## src/rtl/cordic_sincos_iter_pkg.sv

```systemverilog
// cordic_sincos_pkg: types and constant helpers shared by cordic_sincos_iter.
// Holds the FSM state type, the arctangent table and gain generators, and the
// quadrant fold that maps first-quadrant results onto the full circle.
package cordic_sincos_pkg;

    typedef enum logic [1:0] {
        IDLE,
        ROT,
        DONE
    } state_t;

    // Fold operands are carried at a fixed width wide enough for WIDTH=32
    // after guard removal, so one helper serves every parameterisation.
    localparam int FOLD_W = 36;

    localparam real TWO_PI = 6.283185307179586;

    typedef struct packed {
        logic signed [FOLD_W-1:0] sin_val;
        logic signed [FOLD_W-1:0] cos_val;
    } fold_t;

    // 2^e as a real, for positive or negative e.
    function automatic real pow2(input int e);
        real p;
        p = 1.0;
        if (e >= 0) begin
            for (int k = 0; k < e; k++) p = p * 2.0;
        end else begin
            for (int k = 0; k < -e; k++) p = p / 2.0;
        end
        return p;
    endfunction

    // Arctangent of 2^-i, as a fraction of a full turn scaled by 2^frac_bits.
    function automatic longint atan_entry(input int i, input int frac_bits);
        return longint'($atan(pow2(-i)) / TWO_PI * pow2(frac_bits));
    endfunction

    // Inverse CORDIC gain over iters steps, scaled by 2^frac_bits.
    function automatic longint gain_init(input int iters, input int frac_bits);
        real k;
        k = 1.0;
        for (int i = 0; i < iters; i++) k = k / $sqrt(1.0 + pow2(-2 * i));
        return longint'(k * pow2(frac_bits));
    endfunction

    // Map first-quadrant (c, s) onto quadrant q.
    function automatic fold_t quad_fold(input logic [1:0] q,
                                        input logic signed [FOLD_W-1:0] c,
                                        input logic signed [FOLD_W-1:0] s);
        fold_t r;
        case (q)
            2'd0: begin r.cos_val = c;  r.sin_val = s;  end
            2'd1: begin r.cos_val = -s; r.sin_val = c;  end
            2'd2: begin r.cos_val = -c; r.sin_val = -s; end
            default: begin r.cos_val = s; r.sin_val = -c; end
        endcase
        return r;
    endfunction

endpackage

```

## src/rtl/cordic_sincos_iter_microrot.sv

```systemverilog
// cordic_microrot: one combinational CORDIC rotation step. The direction is
// taken from the sign of the residual angle z.
module cordic_microrot #(
    parameter int IW = 20,
    parameter int SW = 4
) (
    input  logic signed [IW-1:0] x,
    input  logic signed [IW-1:0] y,
    input  logic signed [IW-1:0] z,
    input  logic [SW-1:0]        shift,
    input  logic signed [IW-1:0] atan,
    output logic signed [IW-1:0] x_next,
    output logic signed [IW-1:0] y_next,
    output logic signed [IW-1:0] z_next
);

    logic signed [IW-1:0] x_sh;
    logic signed [IW-1:0] y_sh;

    // Rotate towards z = 0 by +/- atan(2^-shift).
    always_comb begin
        x_sh = x >>> shift;
        y_sh = y >>> shift;
        if (!z[IW-1]) begin
            x_next = x - y_sh;
            y_next = y + x_sh;
            z_next = z - atan;
        end else begin
            x_next = x + y_sh;
            y_next = y - x_sh;
            z_next = z + atan;
        end
    end

endmodule

```

## src/rtl/cordic_sincos_iter.sv

```systemverilog
// cordic_sincos_iter: handshaked iterative CORDIC sine/cosine, one
// micro-rotation per cycle, one result per ITERS+2 cycles.
// Build option CORDIC_SINCOS_ROUND_EN: when defined, guard bits are dropped
// with round-half-up; otherwise they are truncated toward -inf.
module cordic_sincos_iter
    import cordic_sincos_pkg::*;
#(
    parameter int WIDTH = 16,
    parameter int ITERS = WIDTH - 2,
    parameter int GUARD = 3
) (
    input  logic             clock,
    input  logic             reset,
    input  logic             io_in_valid,
    output logic             io_in_ready,
    input  logic [WIDTH-1:0] io_in_angle,
    output logic             io_out_valid,
    input  logic             io_out_ready,
    output logic [WIDTH-1:0] io_out_sin,
    output logic [WIDTH-1:0] io_out_cos
);

    localparam int IW = WIDTH + GUARD + 1;   // one spare bit absorbs gain overshoot
    localparam int CW = $clog2(ITERS);
    localparam int TS = 1 << CW;             // table padded to the index range
    localparam int RW = WIDTH + 2;           // width after guard removal
    localparam logic signed [FOLD_W-1:0] LIM = FOLD_W'(2 ** (WIDTH - 2));

    state_t               state_reg;
    logic [CW-1:0]        cnt_reg;
    logic [1:0]           q_reg;
    logic signed [IW-1:0] x_reg;
    logic signed [IW-1:0] y_reg;
    logic signed [IW-1:0] z_reg;
    logic                 in_ready_reg;
    logic                 out_valid_reg;
    logic [WIDTH-1:0]     sin_reg;
    logic [WIDTH-1:0]     cos_reg;

    logic signed [IW-1:0] atan_tab [TS];
    logic signed [IW-1:0] x_init;
    logic signed [IW-1:0] x_next;
    logic signed [IW-1:0] y_next;
    logic signed [IW-1:0] z_next;
    logic signed [IW:0]   x_adj;
    logic signed [IW:0]   y_adj;
    logic signed [RW-1:0] c_val;
    logic signed [RW-1:0] s_val;
    fold_t                fold;

    // Arctangent table; entries past ITERS are never addressed.
    for (genvar gi = 0; gi < TS; gi++) begin : g_atan
        if (gi < ITERS) begin : g_used
            assign atan_tab[gi] = IW'(atan_entry(gi, WIDTH + GUARD));
        end else begin : g_pad
            assign atan_tab[gi] = '0;
        end
    end

    assign x_init = IW'(gain_init(ITERS, WIDTH - 2 + GUARD));

    cordic_microrot #(
        .IW (IW),
        .SW (CW)
    ) u_microrot (
        .x      (x_reg),
        .y      (y_reg),
        .z      (z_reg),
        .shift  (cnt_reg),
        .atan   (atan_tab[cnt_reg]),
        .x_next (x_next),
        .y_next (y_next),
        .z_next (z_next)
    );

    // Guard removal on the final rotation's outputs, one bit wider so the
    // rounding offset cannot overflow.
`ifdef CORDIC_SINCOS_ROUND_EN
    localparam int HALF = 1 << (GUARD - 1);
    assign x_adj = (IW+1)'(x_next) + (IW+1)'(HALF);
    assign y_adj = (IW+1)'(y_next) + (IW+1)'(HALF);
`else
    assign x_adj = (IW+1)'(x_next);
    assign y_adj = (IW+1)'(y_next);
`endif
    assign c_val = RW'(x_adj >>> GUARD);
    assign s_val = RW'(y_adj >>> GUARD);
    assign fold  = quad_fold(q_reg, FOLD_W'(c_val), FOLD_W'(s_val));

    function automatic logic [WIDTH-1:0] sat(input logic signed [FOLD_W-1:0] v);
        if (v > LIM) return WIDTH'(LIM);
        if (v < -LIM) return WIDTH'(-LIM);
        return WIDTH'(v);
    endfunction

    // Control FSM and datapath registers: accept, iterate, present result.
    always_ff @(posedge clock) begin
        if (reset) begin
            state_reg     <= IDLE;
            cnt_reg       <= '0;
            q_reg         <= '0;
            x_reg         <= '0;
            y_reg         <= '0;
            z_reg         <= '0;
            in_ready_reg  <= 1'b1;
            out_valid_reg <= 1'b0;
            sin_reg       <= '0;
            cos_reg       <= '0;
        end else begin
            case (state_reg)
                IDLE: begin
                    if (io_in_valid) begin
                        q_reg        <= io_in_angle[WIDTH-1:WIDTH-2];
                        z_reg        <= {{(IW - WIDTH + 2 - GUARD){1'b0}},
                                         io_in_angle[WIDTH-3:0], {GUARD{1'b0}}};
                        x_reg        <= x_init;
                        y_reg        <= '0;
                        cnt_reg      <= '0;
                        in_ready_reg <= 1'b0;
                        state_reg    <= ROT;
                    end
                end
                ROT: begin
                    x_reg <= x_next;
                    y_reg <= y_next;
                    z_reg <= z_next;
                    if (cnt_reg == CW'(ITERS - 1)) begin
                        cnt_reg       <= '0;
                        sin_reg       <= sat(fold.sin_val);
                        cos_reg       <= sat(fold.cos_val);
                        out_valid_reg <= 1'b1;
                        state_reg     <= DONE;
                    end else begin
                        cnt_reg <= cnt_reg + CW'(1);
                    end
                end
                DONE: begin
                    if (io_out_ready) begin
                        out_valid_reg <= 1'b0;
                        in_ready_reg  <= 1'b1;
                        state_reg     <= IDLE;
                    end
                end
                default: state_reg <= IDLE;
            endcase
        end
    end

    assign io_in_ready  = in_ready_reg;
    assign io_out_valid = out_valid_reg;
    assign io_out_sin   = sin_reg;
    assign io_out_cos   = cos_reg;

endmodule

```

## config.mk

```make
export PLATFORM = sky130hd
export DESIGN_NAME = cordic_sincos_iter
export DESIGN_NICKNAME = d
export VERILOG_FILES = /design/src/rtl/cordic_sincos_iter_pkg.sv /design/src/rtl/cordic_sincos_iter_microrot.sv /design/src/rtl/cordic_sincos_iter.sv
export SDC_FILE = /design/constraint.sdc
export NUM_CORES = 1
export LEC_CHECK = 0
export CORE_ASPECT_RATIO = 1.2
export CORE_UTILIZATION = 65
export CTS_CLUSTER_DIAMETER = 30
export CTS_CLUSTER_SIZE = 16
export DETAILED_ROUTE_END_ITERATION = 8
export HOLD_SLACK_MARGIN = 0.12
export PLACE_DENSITY = 0.85
export SETUP_SLACK_MARGIN = 0.1
export SYNTH_ARGS = -nofsm -noshare
export SYNTH_HDL_FRONTEND = slang
export SYNTH_HIERARCHICAL = 1
export SYNTH_SLANG_ARGS = --single-unit
```

## constraint.sdc

```tcl
create_clock -name clock -period 10.37 [get_ports clock]
set_clock_uncertainty 0.2 [all_clocks]
set_input_delay 1.5555 -clock clock [delete_from_list [all_inputs] [get_ports clock]]
set_output_delay 1.5555 -clock clock [all_outputs]
set_load 0.02 [all_outputs]
```

# Yosys cells after proc, flatten, opt, wreduce, memory -nomap -nowiden
# Memories as Yosys holds them, arrays and structs flattened.
# Cells that the tools add are included.
# op_classes
mul,0
n_div,0
bitwise_logic,1
mux,51
eq_ne,8
addsub,9
shifts,2
magnitude_cmp,5
n_reduce_logical,11
# ops
op,count
$pmux 72 s3,1
$mux 20,8
$mux 16,8
$pmux 20 s2,3
$gt 36x16->1 const B,2
$lt 36x15->1 const B,2
$neg 17->36,2
$add 20x20->20,3
$sub 20x20->20,3
$sshr 20x4->20,2
$mux 1,22
$reduce_and 3->1,3
$mux 4,2
$pmux 4 s2,1
$mux 2,3
$ne 2x2->1 const B,3
$pmux 2 s3,1
$reduce_and 2->1,3
$reduce_bool 2->1,3
$ge 5x5->1 const B,1
$not 4->5,1
$add 4x1->4 const B,1
$eq 2x1->1 const B,2
$eq 2x2->1 const B,2
3 further kinds,5
# word_totals
romBits,320
word_cells,98
latch_bits,0
out_inout_bits,34
reg_bits,102
ramBits,0
mem_count,1
in_bits,20
# mem_list
name,words,width,rd,rd_ports_with_merged_regs,write_ports,line,source
(name not given),16,20,1,0,0,cordic_sincos_iter.sv:70,".atan (atan_tab[cnt_reg]),"

# Logic depth before layout (Yosys ltp)
# logic_depth
ltp_word,16
depth_mapped,35
ltp_nobuf,30

# Modules after synthesis
# The synthesis kept the hierarchy.
# by_module_without_submodules
module,n_inst,cells_per_inst,area_each_um2,seq_area_each_um2
cordic_sincos_iter,1,819,6266.0,2042.0
cordic_microrot,1,747,5703.0,0.0

# Least setup slack after synthesis
# Ideal clock, no wire load.
# synth_path
kind,register -> register
start,register cnt_reg[1]
end,"register sin_reg[6], in the netlist io_out_sin[6]"
period_less_slack_ns,7.095
t_required_ns,10.044
n_path_buf,3
setup_time_ns,0.126
slack_ns,3.275
arrival_time_ns,6.769
stages_incl_launch_ff,32
path_cell_list,dfxtp_1 > buf_6 > buf_8 > mux4_2 > nand2_1 > nand2_2 > mux2i_4 > ha_1 > inv_1 > mux2i_1 > fa_1 > a21o_1 > a21o_1 > a21oi_1 > o21ai_0 > a41oi_1 > a211oi_1 > or2_2 > a21oi_1 > xnor2_1 > clkbuf_1 > or4_1 > or4b_4 > ha_1 > nand2_1 > o21ai_0 > o21ai_0 > nor3_1 > and3_1 > a41oi_1 > o31a_1 > o21ai_0
# synth_between
elab_chain_len,13
word_cells_on_any_way,27
classes_between,add/sub (6); order compare (2); eq/ne (1); shift (2); mux (15); reduce/logical (1)
# synth_lines
element,line,source
"start, declared",cordic_sincos_iter.sv:30,logic [CW-1:0] cnt_reg;
"start signal, assigned",cordic_sincos_iter.sv:134,cnt_reg <= cnt_reg + CW'(1);
$sshr 20x4->20 (*),cordic_sincos_iter_microrot.sv:23,y_sh = y >>> shift;
$sub 20x20->20 or $add 20x20->20 (tied branches),"cordic_sincos_iter_microrot.sv:25, cordic_sincos_iter_microrot.sv:29",
$mux 20 (*),cordic_sincos_iter_microrot.sv:24,if (!z[IW-1]) begin
named net x_next[14],cordic_sincos_iter.sv:42,logic signed [IW-1:0] x_next;
$neg 17->36,cordic_sincos_iter_pkg.sv:57,default: begin r.cos_val = s; r.sin_val = -c; end
$pmux 72 s3 (*),cordic_sincos_iter_pkg.sv:53,case (q)
$lt 36x15->1,cordic_sincos_iter.sv:92,if (v < -LIM) return WIDTH'(-LIM);
$mux 1 (2 in series),cordic_sincos_iter.sv:92,
$mux 1,cordic_sincos_iter.sv:127,if (cnt_reg == CW'(ITERS - 1)) begin
$mux 1,cordic_sincos_iter.sv:110,case (state_reg)
$mux 1,cordic_sincos_iter.sv:98,if (reset) begin
$mux 16,cordic_sincos_iter.sv:93,return WIDTH'(v);
$mux 16 (*),cordic_sincos_iter.sv:92,
"end signal, assigned",cordic_sincos_iter.sv:129,sin_reg <= sat(fold.sin_val);
"end, declared",cordic_sincos_iter.sv:37,logic [WIDTH-1:0] sin_reg;
# Mark *: on every way through the listed nets, which the timed path passes. The rest lies on a longest branch. The select of a mux whose other input is x is not followed.
# A chain may end at the register's enable or synchronous reset.

# Final worst setup path
# layout_path
start,register cnt_reg[0]
end,"register sin_reg[6], in the netlist io_out_sin[6]"
# The elaborated chain is that of the path after synthesis.

==> summary.md <==
| Metric | Value |
|---|---|
| Grt total ovfl | `0` |
| Crit path largest cell delay | `0.77 ns` |
| Final WL | `36300 um` |
| Post-route DRC | `0` |
| H-tree depth | `3` |
| Synth top cells by count | `nand2_1 (173), nor2_1 (164), dfxtp_1 (102)` |
| Slowest-stage cell, CP | `dfxtp_2` |
| Synth Area per Inst | `7.64 um2` |
| Final nets | `1637` |
| 1st-iter DRT viols | `1305` |
| Worst hold slack | `0.255 ns` |
| Clock-pin slew on the worst setup and hold paths | `0.09 ns` |
| Row count | `54` |
| Netlist Area Pre-Place | `12000 um2` |
| Yosys top cell area share | `17.1%` |
| Core footprint | `18100 um2` |
| Number of global-route vias before repair | `11.5k` |
| First-pass GRT wire length | `57900 um` |
| Chip Height | `151 um` |
| Maximum clock path buffer count | `2` |
| Synth warn | `6` |
| Final Cycle Share | `81.4%` |
| Most common cell in the netlist | `nand2_1` |
| Per-cell routed wire length | `20.5 um` |
| Startpoint types | `flip-flop` |
| Hold Crit Depth | `2` |
| Primary FF master, synth | `dfxtp_1` |
| Initial antenna violation count | `0` |
| Share of cells above drive strength 1 | `9.30%` |
| Fillers | `1478` |
| Die W | `126 um` |
| Placer Congestion | `1.06` |
| Multi-input gate area | `9190 um2` |
| Final Util | `70.4%` |
| DR vias/cell | `6.94` |
| Register area | `2050 um2` |
| # IOs | `54` |
| Crit path DAT | `8.54 ns` |
| Layout area overhead | `6.58%` |
| IO Port Bufs | `53` |
| Max FO, Critical Path | `31` |
| CTS Sinks | `102` |
| Fmax | `0.118 GHz` |
| Async SR Flop Fraction | `0%` |
| Yosys cell types | `101` |
| Synthesized flop and latch total | `102` |
| Root buffer cell | `clkbuf_16` |
| Largest net degree at the start of global routing | `71` |
| Worst Path Required | `10.47 ns` |
| R2R depth | `29` |
| Via count | `12.3k` |
| Final HPWL DP | `26600 um` |
| Setup TNS | `0 ns` |
| Final setup vio count | `0` |
| Synth area leaders | `dfxtp_1 (17%), ha_1 (7.4%), mux4_2 (6.0%)` |
| Post-CTS sizing | `0` |
| Status | `finished, final reports clean` |
| Minimum clock period | `8.44 ns` |
| Hold Buf Count CTS | `0` |
| Syn Inst Count | `1566` |
| Pre-antenna DRT Iters | `6` |
| Die Area | `19000 um2` |
| Setup ws final | `1.93 ns` |
| Crit. End Element | `flip-flop` |
| Sequential share of the synthesized area | `17.1%` |
| Max cap viols | `0` |
| Normalized max-slew margin | `11.4%` |
| Slew @ Worst Pin | `1.32 ns` |
| Starting Density | `66.1%` |
| Antenna-violating nets left | `0` |
| Most frequent CP cell | `o21ai_0` |
| CTS tree | `built` |
| Post-CTS Setup Repair Bufs | `0` |
| Antenna cells | `0` |
| Min-delay worst type | `flip-flop to flip-flop` |
| Post-synth EDFFs | `0` |
| Pre-CTS setup slack | `2.10 ns` |
| Num CTS Buffers | `9` |
| Post-synth top area cell | `dfxtp_1` |
| Final hold violation count | `0` |
| RSZ-0062 raised after global routing | `no` |
| Worst setup path class | `flip-flop to flip-flop` |
| Pins Over Slew Limit | `0` |
| GRT Total Usage | `38.2%` |
| Worst-Skew Late Latency | `0.37 ns` |
==> critical path, delay by kind of cell, from the launching register on <==
family | cells | cell delay [ns]
AOI/OAI and AO/OA | 15 | 3.42
adders and majority gates | 3 | 1.09
muxes | 2 | 0.24
and+or+nand+nor | 5 | 1.74
buffers and inverters | 3 | 0.67
xor gates and xnor gates | 1 | 0.21
DFF | 1 | 0.77
==> path summary, 6_finish.rpt <==
kind / from / endpoint / slack (ns)
min reg2reg: io_out_sin[2]$_SDFFE_PP0P_ / io_out_sin[2]$_SDFFE_PP0P_ / 0.26
max: cnt_reg[0]$_SDFFE_PP0P_ / io_out_sin[6]$_SDFFE_PP0P_ / 1.93
min: io_out_sin[2]$_SDFFE_PP0P_ / io_out_sin[2]$_SDFFE_PP0P_ / 0.26
max reg2reg: cnt_reg[0]$_SDFFE_PP0P_ / io_out_sin[6]$_SDFFE_PP0P_ / 1.93
==> cells in the final DEF, fill, tap and decap left out, types with 15 or more instances in the layout <==
cell type,Yosys,routed
inv_1,49,49
nand2_1,173,173
a21oi_1,97,97
nor2_1,164,161
ha_1,71,71
a31oi_1,23,23
o21a_1,15,15
nor3_1,35,35
mux4_2,32,32
buf_4,8,25
nand3_1,28,28
nor2b_1,19,19
clkdlybuf4s50_1,0,52
a311oi_1,15,15
o21ai_1,17,17
dfxtp_1,102,96
a211oi_1,19,19
and3_1,15,15
xnor2_1,57,57
xor2_1,50,50
o21ai_0,69,69
o211ai_1,17,17
a21o_1,23,23
nand2b_1,20,20
mux2i_1,34,34
a22oi_1,41,41
==> through the flow <==
stage / instances / cell area, um2
6_report: 1772 / 12800
5_1_grt: 1772 / 12800
2_1_floorplan: 1570 / 12000
3_3_place_gp: 1756 / 12400
4_1_cts: 1772 / 12800
3_5_place_dp: 1756 / 12400
==> final cells by class <==
type	count	share of cell area [%]
multi-input cells	1298	72.1
flip-flops and latches	102	16.1
clock inverters	7	0.736
inverters	54	1.59
repair buffers	78	5.59
clock buffers	9	1.77
well taps	224	2.20
==> cell families (layout without fill, tap and decap cells) <==
kind of cell / count (synthesis) / in the layout / synth area share, %
compound gates: 469 / 469 / 27.2
xor+xnor: 107 / 107 / 7.83
fa+ha+maj: 74 / 74 / 7.92
buf+inv: 170 / 148 / 6.38
flops: 102 / 102 / 17.1
mux: 86 / 86 / 11.0
other cells: 1 / 5 / 0.0313
simple gates: 557 / 557 / 22.5
==> metal layers <==
metal  share of wire [%]  global-route usage (%)
met5                   0                       0
met2                  47                    65.1
met4                 5.7                    23.4
met1                  39                    45.4
met3                 8.0                    6.18
Power is left out: the tool's default activity adds up to more than one toggle a clock period on the data nets, which glitch-free logic cannot reach.
